## src/rtl/song_pkg.sv

```systemverilog
// Shared types and constants for the song loader: FSM states and the song address map.
package song_pkg;

    localparam int unsigned IDX_W      = 3;
    localparam int unsigned TBL_ADDR_W = 20;
    localparam int unsigned TBL_SONGS  = 4;

    typedef enum logic [1:0] {SRESET, FETCH, SEND, DONE} state_t;

    // End addresses are exclusive; song 1 is intentionally empty.
    localparam logic [TBL_ADDR_W-1:0] SONG_START [TBL_SONGS] =
        '{20'h00000, 20'h00010, 20'h00020, 20'h00040};
    localparam logic [TBL_ADDR_W-1:0] SONG_END [TBL_SONGS] =
        '{20'h00003, 20'h00010, 20'h00025, 20'h00044};

endpackage

```

## src/rtl/song_addr_table.sv

```systemverilog
// Clamps a requested song index into the valid range and looks up its byte range.
module song_addr_table
    import song_pkg::*;
#(
    parameter int unsigned ADDR_W    = 20,
    parameter int unsigned NUM_SONGS = 4
) (
    input  logic [IDX_W-1:0]  sel,
    output logic [IDX_W-1:0]  idx,
    output logic [ADDR_W-1:0] start_addr,
    output logic [ADDR_W-1:0] end_addr
);

    localparam int unsigned N = (NUM_SONGS < TBL_SONGS) ? NUM_SONGS : TBL_SONGS;

    always_comb begin
        idx        = (32'(sel) < NUM_SONGS) ? sel : IDX_W'(NUM_SONGS - 1);
        start_addr = '0;
        end_addr   = '0;
        for (int unsigned i = 0; i < N; i++) begin
            if (idx == IDX_W'(i)) begin
                start_addr = ADDR_W'(SONG_START[i]);
                end_addr   = ADDR_W'(SONG_END[i]);
            end
        end
    end

endmodule

```

## src/rtl/song_loader.sv

```systemverilog
// Streams the bytes of the selected song from storage to the MP3 decoder,
// restarting with a decoder soft reset whenever the requested index changes.
module song_loader
    import song_pkg::*;
#(
    parameter int unsigned ADDR_W     = 20,
    parameter int unsigned NUM_SONGS  = 4,
    parameter int unsigned SWITCH_GAP = 1000
) (
    input  logic              CLK,
    input  logic              RST,
    input  logic [IDX_W-1:0]  current,
    output logic              rd_req,
    output logic [ADDR_W-1:0] rd_addr,
    input  logic              rd_ack,
    input  logic [7:0]        rd_data,
    output logic [7:0]        dec_data,
    output logic              dec_valid,
    input  logic              dec_ready,
    output logic              dec_sreset,
    output logic              song_end,
    output logic [IDX_W-1:0]  index,
    output logic              busy
);

    localparam int unsigned GAP_W = $clog2(SWITCH_GAP + 1);

    state_t             state_q, state_d;
    logic [IDX_W-1:0]   cur_q, cur_d;
    logic [IDX_W-1:0]   index_q, index_d;
    logic [ADDR_W-1:0]  addr_q, addr_d;
    logic [ADDR_W-1:0]  end_q, end_d;
    logic [GAP_W-1:0]   gap_q, gap_d;
    logic [7:0]         buf_q, buf_d;
    logic               song_end_q, song_end_d;

    logic [IDX_W-1:0]   tbl_idx;
    logic [ADDR_W-1:0]  tbl_start, tbl_end;

    song_addr_table #(
        .ADDR_W    (ADDR_W),
        .NUM_SONGS (NUM_SONGS)
    ) u_table (
        .sel        (current),
        .idx        (tbl_idx),
        .start_addr (tbl_start),
        .end_addr   (tbl_end)
    );

    always_comb begin
        state_d    = state_q;
        cur_d      = cur_q;
        index_d    = index_q;
        addr_d     = addr_q;
        end_d      = end_q;
        gap_d      = gap_q;
        buf_d      = buf_q;
        song_end_d = 1'b0;

        // An index change overrides any handshake or end-of-song in the same cycle.
        if (current != cur_q) begin
            cur_d   = current;
            index_d = tbl_idx;
            addr_d  = tbl_start;
            end_d   = tbl_end;
            gap_d   = '0;
            state_d = SRESET;
        end else begin
            unique case (state_q)
                SRESET: begin
                    gap_d = gap_q + GAP_W'(1);
                    if (gap_q == GAP_W'(SWITCH_GAP - 1)) begin
                        if (addr_q == end_q) begin
                            state_d    = DONE;
                            song_end_d = 1'b1;
                        end else begin
                            state_d = FETCH;
                        end
                    end
                end
                FETCH: begin
                    if (rd_ack) begin
                        buf_d   = rd_data;
                        state_d = SEND;
                    end
                end
                SEND: begin
                    if (dec_ready) begin
                        if (addr_q + ADDR_W'(1) == end_q) begin
                            state_d    = DONE;
                            song_end_d = 1'b1;
                        end else begin
                            addr_d  = addr_q + ADDR_W'(1);
                            state_d = FETCH;
                        end
                    end
                end
                DONE: ;
                default: state_d = SRESET;
            endcase
        end
    end

    always_ff @(posedge CLK) begin
        if (RST) begin
            state_q    <= SRESET;
            cur_q      <= current;
            index_q    <= tbl_idx;
            addr_q     <= tbl_start;
            end_q      <= tbl_end;
            gap_q      <= '0;
            buf_q      <= '0;
            song_end_q <= 1'b0;
        end else begin
            state_q    <= state_d;
            cur_q      <= cur_d;
            index_q    <= index_d;
            addr_q     <= addr_d;
            end_q      <= end_d;
            gap_q      <= gap_d;
            buf_q      <= buf_d;
            song_end_q <= song_end_d;
        end
    end

    assign rd_req     = (state_q == FETCH);
    assign rd_addr    = addr_q;
    assign dec_valid  = (state_q == SEND);
    assign dec_data   = buf_q;
    assign dec_sreset = (state_q == SRESET);
    assign song_end   = song_end_q;
    assign index      = index_q;
    assign busy       = (state_q != DONE);

endmodule

```

## config.mk

```make
export PLATFORM = sky130hd
export DESIGN_NAME = song_loader
export DESIGN_NICKNAME = d
export VERILOG_FILES = /design/src/rtl/song_pkg.sv /design/src/rtl/song_addr_table.sv /design/src/rtl/song_loader.sv
export SDC_FILE = /design/constraint.sdc
export NUM_CORES = 1
export LEC_CHECK = 0
export CORE_MARGIN = 4
export CORE_UTILIZATION = 35
export CTS_CLUSTER_SIZE = 28
export DETAILED_ROUTE_END_ITERATION = 12
export GPL_ROUTABILITY_DRIVEN = 0
export SYNTH_ARGS = -nofsm -noshare
export SYNTH_HDL_FRONTEND = slang
export SYNTH_HIERARCHICAL = 1
export SYNTH_SLANG_ARGS = --single-unit
```

## constraint.sdc

```tcl
create_clock -name CLK -period 3.45 [get_ports CLK]
set_input_delay 0.345 -clock CLK [delete_from_list [all_inputs] [get_ports CLK]]
set_output_delay 0.345 -clock CLK [all_outputs]
set_load 0.005 [all_outputs]
```

**After elaboration in Yosys (flattened, before gate mapping)**

Cells that the tools add are included.

- Input port bits: 15
- Output and inout bits: 36
- Register bits: 67
- Word-level logic and storage cells: 66

- $lt $le $gt $ge: 1
- Muxes and demuxes: 30
- Add/subtract/negate cells: 2
- Bitwise logic cells: 1
- Equality and inequality tests: 14
- Reduce and logical (&&, ||, !) cells: 10

Operators by type and width:

| kind | count |
|---|---|
| 2-to-1 mux 20 bit | 7 |
| equality test 20 bit | 2 |
| adder 20 x 1 -> 20 bit, second input constant | 1 |
| 2-to-1 mux 3 bit | 5 |
| 2-to-1 mux 7 bit | 2 |
| 2-to-1 mux 2 bit | 6 |
| 2-to-1 mux 6 bit | 2 |
| adder 10 x 1 -> 10 bit, second input constant | 1 |
| equality test 10 bit, second input constant | 1 |
| 2-to-1 mux 5 bit | 2 |
| nonzero test 3 bit | 3 |
| equality test 3 x 2 -> 1 bit, second input constant | 2 |
| != test 2 x 1 -> 1 bit, second input constant | 3 |
| case mux 2 bit (3 select lines) | 1 |
| AND reduction 3 bit | 2 |
| 2-to-1 mux 1 bit | 4 |
| AND reduction 4 bit | 1 |
| equality test 3 x 1 -> 1 bit, second input constant | 1 |
| logical NOT 3 bit | 1 |
| < comparator 3 bit, second input constant | 1 |
| != test 3 bit | 1 |
| != test 3 bit, second input constant | 1 |
| equality test 2 x 1 -> 1 bit, second input constant | 1 |
| equality test 2 bit, second input constant | 1 |
| 6 further kinds | 6 |

**Longest topological paths before layout**

Gate-level depths: netlist of the first run.

- Depth in word-level cells: 9
- Depth in mapped cells: 8
- Mapped depth without buffers: 8

**Cells and area by module**

The synthesis of the first run kept the hierarchy.

By module, submodules not included:

| module | sequential area each (um2) | cells an instance | instances | area each (um2) |
|---|---|---|---|---|
| song_loader | 1801.7 | 342 | 1 | 3692.3 |
| song_addr_table | 0.0 | 44 | 1 | 329.1 |

**Least setup slack after synthesis of the first run**

No wires, ideal clock.

- Kind: reg-to-reg
- Start point: register addr_q[0], in the netlist rd_addr[0]
- End point: register addr_q[0], in the netlist rd_addr[0], enable pin
- Stages on the path, launching flop included: 9
- Arrival time: 2795 ps
- Period minus slack after synthesis: 3195 ps
- Required time: 3051 ps
- Path buffers: 0
- Slack: 255 ps
- Setup time: 399 ps
- Cells stage by stage: edfxtp_1 > ha_1 > and3_1 > nand4_1 > nor3_1 > xnor2_1 > nand4_1 > a2111oi_4 > o21ai_1

- Longest elaborated chain between the ends: 4

RTL lines:

| element | RTL line | text |
|---|---|---|
| start: declaration | song_loader.sv:31 | `logic [ADDR_W-1:0] addr_q, addr_d;` |
| start signal: assignment | song_loader.sv:109 | `addr_q <= tbl_start;` |
| start signal: assignment | song_loader.sv:118 | `addr_q <= addr_d;` |
| adder 20 x 1 -> 20 bit | song_loader.sv:89 | `if (addr_q + ADDR_W'(1) == end_q) begin` |
| equality test 20 bit | song_loader.sv:89 |  |
| != test 3 bit (no source line) | - |  |
| AND reduction 3 bit (no source line) | - |  |

No other way between the ends.
A chain may end at the register's enable or synchronous reset.

**Worst setup path after layout of the first run**

- Start point: register addr_q[0], in the netlist rd_addr[0]
- End point: register addr_q[11], in the netlist rd_addr[11], enable pin

The elaborated chain is that of the path after synthesis.

==> parameters.txt, run 1 <==
Parameter                              Value

Route
  Routed vias    2812
  Number of detailed-route iterations in the first pass    5
  Final routed DRC violation total    0
  Number of routed nets with antenna violations    0
  Vias per inst    4.815
  DR WL/cell    14.27 um
  Detailed router's first-iteration violation count    114
  Final wirelength    8332 um

Setup path
  Category of the worst setup path capture point    flip-flop
  Delay of the slowest cell on the worst path    0.47 ns
  Nature of the critical path startpoint    flip-flop
  Startpoint-to-endpoint class of the critical path    flip-flop to flip-flop
  CP Data Required Time    3.47 ns
  Crit path cell chain    ha_1, and3_1, nand4_1, buf_4, xor2_1, a211oi_1, nand4_1, a2111oi_4, o21ai_4
  Crit-path max FO    20
  Max stage delay cell, worst path    sky130_fd_sc_hd__edfxtp_1
  Most common cell on crit path    sky130_fd_sc_hd__nand4_1
  Worst path arrival time    3.02 ns

Yosys
  Dominant synthesized flop cell    sky130_fd_sc_hd__edfxtp_1
  Async set-or-reset flop fraction in the synthesized netlist    0%
  Per-instance average area after synthesis    10.42 um2
  Area share of the leading cell type in the synthesized netlist    34.35%
  Cell area after technology mapping    4021 um2
  Yosys warning total    6
  Area contributors post-synth    sky130_fd_sc_hd__edfxtp_1 (34%), sky130_fd_sc_hd__dfxtp_1 (10%), sky130_fd_sc_hd__xor2_1 (7.2%)
  Largest area contributor in the synthesized netlist    sky130_fd_sc_hd__edfxtp_1
  Sequential-to-total area share from yosys stat    44.80%
  Distinct cell type count of the synthesized netlist    61
  Number of flops mapped to enable cells by yosys    46
  Post-synthesis sequential element count    67
  Post-Syn Instances    386

STA
  Final-report max-slew violation count    0
  Final critical path time including I/O delays and setup    3.000 ns
  Total Neg Setup Slack    0 ns
  Fmax    333.3 MHz
  Period utilization    86.96%
  RSZ-0062 raised after global routing    no
  Post-Route Skew    0.005241 ns
  Worst rel slew slack    53.24%
  Setup violators final    0
  Hold Vio Cnt, Final    0
  Worst-Margin Slew    0.6988 ns

Pwr
  Post-route total power    0.002229 W
  Power density over the cells    461.2 nW/um2
  Switching portion of total power    26.05%
  VDD IR max    297.8 uV
  Power dissipated by switching net loads    0.0005806 W
  Portion of total power attributed to sequential cells    44.3%
  Cell-internal power    0.001649 W
  Power share of the clock group    39.8%
  Part of the total power dissipated in combinational logic    15.9%
  Leakage    1.816 nW

Die
  Die Width    115.2 um
  Core Region    11030 um2
  Initial standard-cell utilization of the core    36.46%
  Row count    38
  Ports    51
  Chip height    115.2 um
  Area enclosed by the die boundary    13270 um2

Global route
  Vias in the first global route    2676
  Gr ovfl total    0
  All-layer global routing usage    13.40%
  Number of antenna violations at the first check in global routing    0
  Largest net degree at the start of global routing    38
  Wire length of the first global-routing pass    13810 um

Place
  Total half-perimeter wirelength after legalization and detailed placement    6108 um
  Input/output buffers    50

Clocking
  Root buffer selected by CTS    sky130_fd_sc_hd__clkbuf_16
  CTS tree    yes
  Total clock buffers created by CTS    9
  Setup Buffers After CTS    0
  Number of H-tree levels    3
  Clock input transition at the sequential cells of the worst setup and hold paths    0.06 ns
  # clock sinks    67
  Clock insertion delay at the later pin of the skew report    0.33 ns
  Maximum clock insertion buffer count    2

Final layout
  Layout cell share with drive strength beyond 1    11.04%
  Net count, final    462
  Area delta synth->final    20.19%
  Antenna fix cells    0

Run status
  Result of the run    complete, no violations

Hold path
  Tightest Hold Check Type    flip-flop to flip-flop

Flow run
  Count of max-cap constraint violations    0
-- final cells by class --
| type | instances | area, um2 |
|---|---|---|
| Multi-Input combinational cell | 291 | 1941 |
| Clock buffer | 13 | 271.5 |
| Sequential cell | 67 | 1802 |
| Clock inverter | 3 | 20.02 |
| Tap cell | 140 | 175.2 |
| Inverter | 7 | 26.28 |
| Fill cell | 1079 | 6197 |
| Timing Repair Buffer | 63 | 598.1 |
-- critical path, delay by kind of cell (launching register included) --
kind                       cells  cell delay [ns]
xor gates and xnor gates       1             0.15
adders and majority gates      1             0.34
and+or+nand+nor                3             0.62
DFF                            1             0.47
AOI/OAI and AO/OA              3             0.92
buffers and inverters          1             0.18
-- power groups by stage --
stage / registers (W) / clock network [W] / logic, W
3_3_place_gp: 0.00100 / 0 / 0.000353
3_5_place_dp: 0.00100 / 0 / 0.000354
2_1_floorplan: 0.000986 / 0 / 0.000250
5_1_grt: 0.000996 / 0.000953 / 0.000389
6_report: 0.000987 / 0.000888 / 0.000355
4_1_cts: 0.000987 / 0.000916 / 0.000356
-- cell usage after synthesis, types with 3 or more instances --
master,instances
sky130_fd_sc_hd__and4_1,3
sky130_fd_sc_hd__xnor2_1,28
sky130_fd_sc_hd__nor2b_1,3
sky130_fd_sc_hd__o21ai_0,11
sky130_fd_sc_hd__nand3_1,5
sky130_fd_sc_hd__ha_1,8
sky130_fd_sc_hd__inv_1,7
sky130_fd_sc_hd__nor4_1,5
sky130_fd_sc_hd__nand4_1,13
sky130_fd_sc_hd__and3_1,6
sky130_fd_sc_hd__mux2i_1,10
sky130_fd_sc_hd__nor2_1,41
sky130_fd_sc_hd__nand2_1,27
sky130_fd_sc_hd__buf_4,38
sky130_fd_sc_hd__a21oi_1,12
sky130_fd_sc_hd__a211oi_1,3
sky130_fd_sc_hd__dfxtp_1,21
sky130_fd_sc_hd__nor3_1,6
sky130_fd_sc_hd__edfxtp_1,46
sky130_fd_sc_hd__clkbuf_1,7
sky130_fd_sc_hd__xor2_1,33
sky130_fd_sc_hd__buf_6,5
-- final timing paths --
path                                  start  slack [ns]     endpoint  cells past startpoint
worst max-delay path             rd_addr[0]        0.45  rd_addr[11]                      9
worst min-delay path            dec_data[1]        0.49  dec_data[1]                      2
worst max register to register   rd_addr[0]        0.45  rd_addr[11]                      9
worst min register to register  dec_data[1]        0.49  dec_data[1]                      2
-- metal layers --
metal	routed length, um	GRT usage, %	up-vias
li1	-	-	1400
met1	3922	18.14	1319
met2	3754	19.98	78
met3	517	4.684	15
met4	138	4.538	0
met5	0	0	-
-- through the flow --
| stage | hold slack [ns] | instances | area (um2) | setup slack, ns | utilization [%] |
|---|---|---|---|---|---|
| after detailed placement | 0.4850 | 568 | 4534 | 0.1990 | 41.11 |
| after CTS | 0.4938 | 584 | 4826 | 0.1896 | 43.75 |
| after floorplan | 0.4439 | 417 | 4138 | 0.2553 | - |
| final | 0.4872 | 584 | 4833 | 0.4500 | 43.82 |
| after global routing | 0.5227 | 584 | 4833 | 0.2431 | 43.82 |
| after global placement | 0.4707 | 568 | 4534 | 0.3201 | 41.11 |
-- cells by family after synthesis --
| kind of cell | Yosys count | share of synthesized area, % |
|---|---|---|
| AO/OA/AOI/OAI | 46 | 8.245 |
| XOR/XNOR | 61 | 13.29 |
| adder cells (fa/ha/maj) | 8 | 2.489 |
| buffers and inverters | 59 | 10.27 |
| flip-flops | 67 | 44.80 |
| multiplexers | 10 | 2.489 |
| other | 1 | 0.09325 |
| AND/OR/NAND/NOR | 134 | 18.33 |
-- state kept, by name (all words and copies together) (netlist names) --
register  count
end_q        20
index         3
rd_addr      20
gap_q        10
state_q       2
dec_data      8
cur_q         3
song_end      1
-- placed cells by master (no fill, tap or decap), types with 2 or more instances in the layout --
| cell | Yosys | final |
|---|---|---|
| sky130_fd_sc_hd__clkdlybuf4s50_1 | 0 | 50 |
| sky130_fd_sc_hd__edfxtp_1 | 46 | 46 |
| sky130_fd_sc_hd__nor2_1 | 41 | 41 |
| sky130_fd_sc_hd__xor2_1 | 33 | 33 |
| sky130_fd_sc_hd__conb_1 | 1 | 32 |
| sky130_fd_sc_hd__xnor2_1 | 28 | 28 |
| sky130_fd_sc_hd__nand2_1 | 27 | 27 |
| sky130_fd_sc_hd__dfxtp_1 | 21 | 21 |
| sky130_fd_sc_hd__nand4_1 | 13 | 13 |
| sky130_fd_sc_hd__buf_4 | 38 | 13 |
| sky130_fd_sc_hd__a21oi_1 | 12 | 12 |
| sky130_fd_sc_hd__o21ai_0 | 11 | 11 |
| sky130_fd_sc_hd__mux2i_1 | 10 | 10 |
| sky130_fd_sc_hd__clkbuf_16 | 0 | 10 |
| sky130_fd_sc_hd__ha_1 | 8 | 8 |
| sky130_fd_sc_hd__inv_1 | 7 | 6 |
| sky130_fd_sc_hd__and3_1 | 6 | 6 |
| sky130_fd_sc_hd__nor3_1 | 6 | 6 |
| sky130_fd_sc_hd__nand3_1 | 5 | 5 |
| sky130_fd_sc_hd__nor4_1 | 5 | 4 |
| sky130_fd_sc_hd__and4_1 | 3 | 3 |
| sky130_fd_sc_hd__a211oi_1 | 3 | 3 |
| sky130_fd_sc_hd__nor2b_1 | 3 | 3 |
| sky130_fd_sc_hd__nor3_4 | 2 | 2 |
| sky130_fd_sc_hd__nor2_2 | 2 | 2 |
| sky130_fd_sc_hd__nor3b_1 | 2 | 2 |
| sky130_fd_sc_hd__a21o_1 | 2 | 2 |
| sky130_fd_sc_hd__a31oi_1 | 2 | 2 |
| sky130_fd_sc_hd__or3_1 | 2 | 2 |
| sky130_fd_sc_hd__o31ai_1 | 2 | 2 |
| sky130_fd_sc_hd__clkbuf_1 | 7 | 2 |
| sky130_fd_sc_hd__or2_1 | 2 | 2 |
| sky130_fd_sc_hd__nor3b_2 | 2 | 2 |
-- timing repair --
action / in CTS / in global routing
hold buffers: 0 / 0
setup endpoints to repair: 0 / 20
resized for setup: 0 / 1
(Power assumes the default switching activity.)
==> run 2, diff against run 1 <==
RECOVER_POWER = 100   (was unset)
==> parameters.txt, run 2 (synthesis gave the netlist of run 1 again) <==
Parameter                              Value

Clocking
  Clock input transition at the sequential cells of the worst setup and hold paths    0.06 ns (about the same)
  Post-cts resize count    0 (unchanged)
  # clock sinks    67 (unchanged)
  Number of H-tree levels    3 (unchanged)
  Clock insertion delay at the later pin of the skew report    0.33 ns (about the same)
  Root buffer selected by CTS    sky130_fd_sc_hd__clkbuf_16 (unchanged)
  Maximum clock insertion buffer count    2 (unchanged)
  CTS tree    yes (unchanged)
  Total clock buffers created by CTS    9 (unchanged)
  Cts-stage hold buffer count    0 (unchanged)
  Setup Buffers After CTS    0 (unchanged)

Route
  Detailed router's first-iteration violation count    111 (was 114)
  Met1 wire length    3919 um (was 3922 um)
  DR WL/cell    14.21 um (was 14.27 um)
  Number of routed nets with antenna violations    0 (unchanged)
  Top Metal Used    met4 (unchanged)
  Routed vias    2778 (was 2812)
  Final routed DRC violation total    0 (unchanged)
  Number of detailed-route iterations in the first pass    5 (unchanged)
  Vias per inst    4.757 (was 4.815)
  Metal2 WL    3731 um (was 3754 um)
  Final wirelength    8301 um (was 8332 um)
  Detailed-routed wire length on met3    483 um (was 517 um)

Pwr
  Switching portion of total power    26.22% (was 26.05%)
  Post-route total power    0.002213 W (was 0.002229 W)
  Leakage    1.824 nW (was 1.816 nW)
  Power share of the clock group    40.2% (was 39.8%)
  Part of the total power dissipated in combinational logic    15.2% (was 15.9%)
  Cell-internal power    0.001633 W (was 0.001649 W)
  Portion of total power attributed to sequential cells    44.5% (was 44.3%)
  Power dissipated by switching net loads    0.0005804 W (was 0.0005806 W)
  Power density over the cells    461.6 nW/um2 (was 461.2 nW/um2)
  VDD IR max    298.2 uV (was 297.8 uV)

Die
  Area enclosed by the die boundary    13270 um2 (unchanged)
  Core Region    11030 um2 (unchanged)
  Initial standard-cell utilization of the core    36.46% (unchanged)
  Chip height    115.2 um (unchanged)
  Die Width    115.2 um (unchanged)
  Row count    38 (unchanged)
  Ports    51 (unchanged)

Global route
  Wire length of the first global-routing pass    13810 um (unchanged)
  Number of antenna violations at the first check in global routing    0 (unchanged)
  Vias in the first global route    2676 (unchanged)
  Largest net degree at the start of global routing    38 (unchanged)
  All-layer global routing usage    13.40% (unchanged)
  Gr ovfl total    0 (unchanged)

Setup path
  Startpoint-to-endpoint class of the critical path    flip-flop to flip-flop (unchanged)
  CP Data Required Time    3.40 ns (was 3.47 ns)
  CP delay by family, top    compound AO/OA/AOI/OAI gates (unchanged)
  Most common cell on crit path    sky130_fd_sc_hd__nand4_1 (unchanged)
  Launch instance of the worst register-to-register path    rd_addr[0] (unchanged)
  End of the worst register-to-register path    rd_addr[11] (unchanged)
  Length in cells of the worst reg-to-reg path    9 (unchanged)
  Worst path arrival time    3.02 ns (about the same)
  Max stage delay cell, worst path    sky130_fd_sc_hd__edfxtp_1 (unchanged)
  Delay of the slowest cell on the worst path    0.47 ns (about the same)
  Number of buffer and inverter instances along the worst setup path    1 (unchanged)
  Category of the worst setup path capture point    flip-flop (unchanged)
  Setup slack of the worst register-to-register path    0.38 ns (was 0.45 ns)
  Crit path cell chain    ha_1, and3_1, nand4_1, clkbuf_1, xor2_1, a211oi_1, nand4_1, a2111oi_4, o21ai_4 (was ha_1, and3_1, nand4_1, buf_4, xor2_1, a211oi_1, nand4_1, a2111oi_4, o21ai_4)
  Nature of the critical path startpoint    flip-flop (unchanged)
  Crit-path max FO    20 (unchanged)

Final layout
  Filler-free cell count of the finished design    584 (unchanged)
  Commonest non-fill, non-tap cells in the layout    sky130_fd_sc_hd__edfxtp_1 (46), sky130_fd_sc_hd__nor2_1 (41), sky130_fd_sc_hd__dlygate4sd3_1 (34), sky130_fd_sc_hd__xor2_1 (33), sky130_fd_sc_hd__conb_1 (32) (was sky130_fd_sc_hd__clkdlybuf4s50_1 (50), sky130_fd_sc_hd__edfxtp_1 (46), sky130_fd_sc_hd__nor2_1 (41), sky130_fd_sc_hd__xor2_1 (33), sky130_fd_sc_hd__conb_1 (32))
  Antenna fix cells    0 (unchanged)
  End-of-flow core utilization    43.47% (was 43.82%)
  Area delta synth->final    19.23% (was 20.19%)
  Net count, final    462 (unchanged)
  Most frequent standard cell in the layout excluding fill and tap cells    sky130_fd_sc_hd__edfxtp_1 (was sky130_fd_sc_hd__clkdlybuf4s50_1)
  Layout cell share with drive strength beyond 1    9.009% (was 11.04%)

STA
  Fmax    325.7 MHz (was 333.3 MHz)
  Setup violators final    0 (unchanged)
  Worst-Margin Slew    1.373 ns (was 0.6988 ns)
  RSZ-0062 raised after global routing    no (unchanged)
  Final critical path time including I/O delays and setup    3.070 ns (was 3.000 ns)
  Final worst setup slack    0.3801 ns (was 0.4500 ns)
  Total Neg Setup Slack    0 ns (unchanged)
  Worst rel slew slack    8.500% (was 53.24%)
  Period utilization    88.98% (was 86.96%)
  Hold Vio Cnt, Final    0 (unchanged)
  Final-report max-slew violation count    0 (unchanged)
  Post-Route Skew    0.005310 ns (was 0.005241 ns)

Place
  Total half-perimeter wirelength after legalization and detailed placement    6108 um (unchanged)
  Input/output buffers    50 (unchanged)
  Cell total after placement    568 (unchanged)
  Placement-stage worst setup slack    0.1990 ns (unchanged)

Flow run
  Count of max-cap constraint violations    0 (unchanged)

Run status
  Result of the run    complete, no violations (unchanged)

Hold path
  Hold Crit Start    dec_data[1] (unchanged)
  Tightest Hold Check Type    flip-flop to flip-flop (unchanged)
  Worst hold endpoint    dec_data[1] (unchanged)
  Worst hold path cell count    2 (unchanged)
-- run 2: changes by cell type in the layout (fill, tap and decap cells not counted), sizes merged --
cell | before | now
dlygate4sd3 | 0 | 34
clkbuf | 13 | 21
buf | 13 | 5
clkdlybuf4s50 | 50 | 16
-- run 2: worst max path at each step --
stage,startpoint,to,cells after the start
4_1_cts,rd_addr[0],rd_addr[11],8
5_1_grt,current[0],rd_addr[0],7
2_1_floorplan,rd_addr[0],rd_addr[0],8
6_report,rd_addr[0],rd_addr[11],9
3_5_place_dp,rd_addr[0],rd_addr[9],8
3_3_place_gp,rd_addr[0],rd_addr[8],8
-- run 2: power groups by stage --
stage / sequential (W) / combinational, W / clock [W]
2_1_floorplan: 0.000986 / 0.000250 / 0
5_1_grt: 0.000995 / 0.000373 / 0.000953
4_1_cts: 0.000987 / 0.000356 / 0.000916
6_report: 0.000985 / 0.000337 / 0.000891
3_3_place_gp: 0.00100 / 0.000353 / 0
3_5_place_dp: 0.00100 / 0.000354 / 0
-- run 2: metrics by stage --
stage,hold WS [ns],area (um2)
floorplan,0.4439,4138
CTS,0.4938,4826
global placement,0.4707,4534
detailed placement,0.4850,4534
global route,0.5170,4795
finish,0.4844,4795
-- run 2: final cells by class --
cell class / instances / area [um2]
Fill cell: 1086 / 6236
Multi-Input combinational cell: 291 / 1931
Sequential cell: 67 / 1802
Timing Repair Buffer: 63 / 569.3
Clock buffer: 13 / 271.5
Tap cell: 140 / 175.2
Inverter: 7 / 26.28
Clock inverter: 3 / 20.02
-- run 2: tightest hold or removal path, delay by kind of cell (launching register included) --
kind | cells | cell delay (ns)
flip-flops | 1 | 0.32
multiplexers | 1 | 0.06
AND/OR/NAND/NOR | 1 | 0.07
-- run 2: metal layers --
metal | vias up | track usage (%)
li1 | 1401 | -
met1 | 1293 | 18.14
met2 | 70 | 19.98
met3 | 14 | 4.684
met4 | 0 | 4.538
met5 | - | 0
==> run 3, diff against run 2 <==
CORE_ASPECT_RATIO = 0.8   (was unset)
CORE_UTILIZATION = 53   (was 35)
PLACE_DENSITY = 0.8   (was unset)
SYNTH_HIERARCHICAL = unset   (was 1)
==> parameters.txt, run 3 <==
Parameter                              Value

Route
  Final wirelength    5869 um (was 8301 um)
  Final routed DRC violation total    0 (unchanged)
  DR WL/cell    14.93 um (was 14.21 um)
  Detailed router's first-iteration violation count    110 (was 111)
  Number of routed nets with antenna violations    0 (unchanged)
  Number of detailed-route iterations in the first pass    5 (unchanged)
  Vias per inst    5.687 (was 4.757)
  Routed vias    2235 (was 2778)

Yosys
  Async set-or-reset flop fraction in the synthesized netlist    0% (unchanged)
  Number of flops mapped to enable cells by yosys    31 (was 46)
  Cell area after technology mapping    2925 um2 (was 4021 um2)
  Dominant synthesized flop cell    sky130_fd_sc_hd__edfxtp_1 (unchanged)
  Sequential-to-total area share from yosys stat    46.19% (was 44.80%)
  Number of nets produced by synthesis    309
  Area contributors post-synth    sky130_fd_sc_hd__edfxtp_1 (32%), sky130_fd_sc_hd__dfxtp_1 (14%), sky130_fd_sc_hd__xor2_1 (6.9%) (was sky130_fd_sc_hd__edfxtp_1 (34%), sky130_fd_sc_hd__dfxtp_1 (10%), sky130_fd_sc_hd__xor2_1 (7.2%))
  Yosys warning total    0 (was 6)
  Largest area contributor in the synthesized netlist    sky130_fd_sc_hd__edfxtp_1 (unchanged)
  Per-instance average area after synthesis    10.23 um2 (was 10.42 um2)
  Area share of the leading cell type in the synthesized netlist    31.82% (was 34.35%)
  Cell with the most instances after synthesis    sky130_fd_sc_hd__nor2_1 (was sky130_fd_sc_hd__edfxtp_1)
  Commonest cells post-synth    sky130_fd_sc_hd__nor2_1 (48), sky130_fd_sc_hd__edfxtp_1 (31), sky130_fd_sc_hd__xor2_1 (23) (was sky130_fd_sc_hd__edfxtp_1 (46), sky130_fd_sc_hd__nor2_1 (41), sky130_fd_sc_hd__buf_4 (38))
  Post-synthesis sequential element count    52 (was 67)
  Post-Syn Instances    286 (was 386)
  Distinct cell type count of the synthesized netlist    54 (was 61)

Clocking
  Number of H-tree levels    2 (was 3)
  Total clock buffers created by CTS    5 (was 9)
  Maximum clock insertion buffer count    2 (unchanged)
  # clock sinks    52 (was 67)
  Setup Buffers After CTS    0 (unchanged)
  Clock insertion delay at the later pin of the skew report    0.30 ns (was 0.33 ns)
  Clock input transition at the sequential cells of the worst setup and hold paths    0.09 ns (was 0.06 ns)
  CTS tree    yes (unchanged)
  Root buffer selected by CTS    sky130_fd_sc_hd__clkbuf_8 (was sky130_fd_sc_hd__clkbuf_16)
  Cts-stage hold buffer count    0 (unchanged)
  Post-cts resize count    0 (unchanged)

Setup path
  CP Data Required Time    3.48 ns (was 3.40 ns)
  End of the worst register-to-register path    rd_addr[19] (was rd_addr[11])
  Endpoint of the worst setup timing path    rd_addr[19] (was rd_addr[11])
  Worst path arrival time    3.04 ns (was 3.02 ns)
  Category of the worst setup path capture point    flip-flop (unchanged)
  Startpoint-to-endpoint class of the critical path    flip-flop to flip-flop (unchanged)
  Setup slack of the worst register-to-register path    0.44 ns (was 0.38 ns)
  Launch instance of the worst register-to-register path    rd_addr[0] (unchanged)
  Crit-path max FO    13 (was 20)
  Length in cells of the worst reg-to-reg path    8 (was 9)
  Crit. Startpoint    rd_addr[0] (unchanged)
  Nature of the critical path startpoint    flip-flop (unchanged)

Final layout
  Layout cell share with drive strength beyond 1    6.344% (was 9.009%)
  Max FFs per register    20
  Net count, final    353 (was 462)
  Antenna fix cells    0 (unchanged)
  Commonest non-fill, non-tap cells in the layout    sky130_fd_sc_hd__nor2_1 (48), sky130_fd_sc_hd__dlygate4sd3_1 (38), sky130_fd_sc_hd__edfxtp_1 (31), sky130_fd_sc_hd__xor2_1 (23), sky130_fd_sc_hd__dfxtp_1 (21) (was sky130_fd_sc_hd__edfxtp_1 (46), sky130_fd_sc_hd__nor2_1 (41), sky130_fd_sc_hd__dlygate4sd3_1 (34), sky130_fd_sc_hd__xor2_1 (33), sky130_fd_sc_hd__conb_1 (32))
  Final std cell area, no fill    3541 um2 (was 4795 um2)
  Most frequent standard cell in the layout excluding fill and tap cells    sky130_fd_sc_hd__nor2_1 (was sky130_fd_sc_hd__edfxtp_1)
  Area delta synth->final    21.04% (was 19.23%)

Global route
  Met2 track utilization from global routing    28.14% (was 19.98%)
  GRT Max-Usage Layer    met2 (unchanged)
  Vias in the first global route    2023 (was 2676)
  Global Route met1 Usage    25.32% (was 18.14%)
  Largest net degree at the start of global routing    49 (was 38)
  Number of antenna violations at the first check in global routing    0 (unchanged)
  Wire length of the first global-routing pass    9687 um (was 13810 um)
  Global Route met3 Usage    3.741% (was 4.684%)
  All-layer global routing usage    17.95% (was 13.40%)
  Gr ovfl total    0 (unchanged)

Die
  Chip height    74.45 um (was 115.2 um)
  Area enclosed by the die boundary    6779 um2 (was 13270 um2)
  Core Region    5180 um2 (was 11030 um2)
  Initial standard-cell utilization of the core    56.47% (was 36.46%)
  Row count    23 (was 38)
  Ports    51 (unchanged)
  Die Width    91.06 um (was 115.2 um)

STA
  Worst-Margin Slew    0.9627 ns (was 1.373 ns)
  Worst rel slew slack    35.82% (was 8.500%)
  Total Neg Setup Slack    0 ns (unchanged)
  Final-report max-slew violation count    0 (unchanged)
  Hold Vio Cnt, Final    0 (unchanged)
  Post-Route Skew    0.001826 ns (was 0.005310 ns)
  Final critical path time including I/O delays and setup    3.011 ns (was 3.070 ns)
  RSZ-0062 raised after global routing    no (unchanged)
  Setup violators final    0 (unchanged)
  Fmax    332.1 MHz (was 325.7 MHz)
  Period utilization    87.28% (was 88.98%)

Flow run
  Count of max-cap constraint violations    0 (unchanged)

Pwr
  VDD IR max    306.1 uV (was 298.2 uV)
  Leakage    1.374 nW (was 1.824 nW)
  Post-route total power    0.001313 W (was 0.002213 W)
  Power density over the cells    370.9 nW/um2 (was 461.6 nW/um2)

Run status
  Result of the run    complete, no violations (unchanged)

Place
  Placed inst area    3452 um2 (was 4534 um2)
  Total half-perimeter wirelength after legalization and detailed placement    4401 um (was 6108 um)
  Input/output buffers    49 (was 50)

Hold path
  Tightest Hold Check Type    flip-flop to flip-flop (unchanged)
run 3: cell types whose count changed after synthesis, sizes merged, moves of 6 or more:
| cell | delta |
|---|---|
| buf | -37 |
| edfxtp | -15 |
| xnor2 | -13 |
| xor2 | -10 |
| a21oi | -9 |
| nand2 | -9 |
| o21ai | -8 |
| nand4 | -6 |
run 3: cell type report:
class	instances	area (um2)
clock buffer	6	72.57
clock inverter	2	38.79
fill	413	1639
inverter	10	37.54
multi-input combinational	210	1448
sequential	52	1351
tap	62	77.57
timing repair buffer	51	515.5
run 3: through the flow:
step                setup WS [ns]  hold WS (ns)  utilization [%]  cells
finish                     0.4389        0.4967            68.36    393
detailed placement         0.5286        0.4870            66.64    385
global placement           0.6908        0.4759            66.64    385
floorplan                  0.7651        0.4439                -    286
CTS                        0.5095        0.5099            68.79    393
global route               0.1872        0.5416            68.36    393
run 3: worst max-delay path: stages (launching register included):
cell and delay, ns:
sky130_fd_sc_hd__edfxtp_1 0.50, sky130_fd_sc_hd__ha_1 0.29, sky130_fd_sc_hd__nand3_1 0.30, sky130_fd_sc_hd__nor2_1 0.31
sky130_fd_sc_hd__and4_1 0.30, sky130_fd_sc_hd__nor4b_1 0.09, sky130_fd_sc_hd__o2111ai_1 0.31, sky130_fd_sc_hd__a31o_1 0.44
sky130_fd_sc_hd__buf_12 0.20
run 3: cells by family after synthesis:
| group | synth area share (%) |
|---|---|
| and+or+nand+nor | 25.28 |
| DFF | 46.19 |
| xor gates and xnor gates | 11.38 |
| AOI/OAI and AO/OA | 6.117 |
| buffers and inverters | 3.721 |
| muxes | 3.764 |
| adders and majority gates | 3.422 |
| other | 0.1282 |
run 3: worst min path at each step:
stage / startpoint / to / depth (start not counted)
detailed placement: dec_data[3] / dec_data[3] / 2
global route: dec_data[7] / dec_data[7] / 2
CTS: dec_data[3] / dec_data[3] / 2
floorplan: current[0] / cur_q[0] / 0
global placement: dec_data[4] / dec_data[4] / 2
finish: dec_data[3] / dec_data[3] / 2
run 3: power breakdown:
part	switching, W	total (W)	internal [W]	leakage, nW
Clock	0.000202	0.000421	0.000219	0.0558
Sequential	0.0000446	0.000732	0.000687	0.523
Combinational	0.0000765	0.000160	0.0000840	0.796
run 3: metal layers:
layer / vias up / wire length, um
li1: 1108 / -
met1: 1066 / 2868
met2: 56 / 2607
met3: 5 / 328
met4: 0 / 65
met5: - / 0
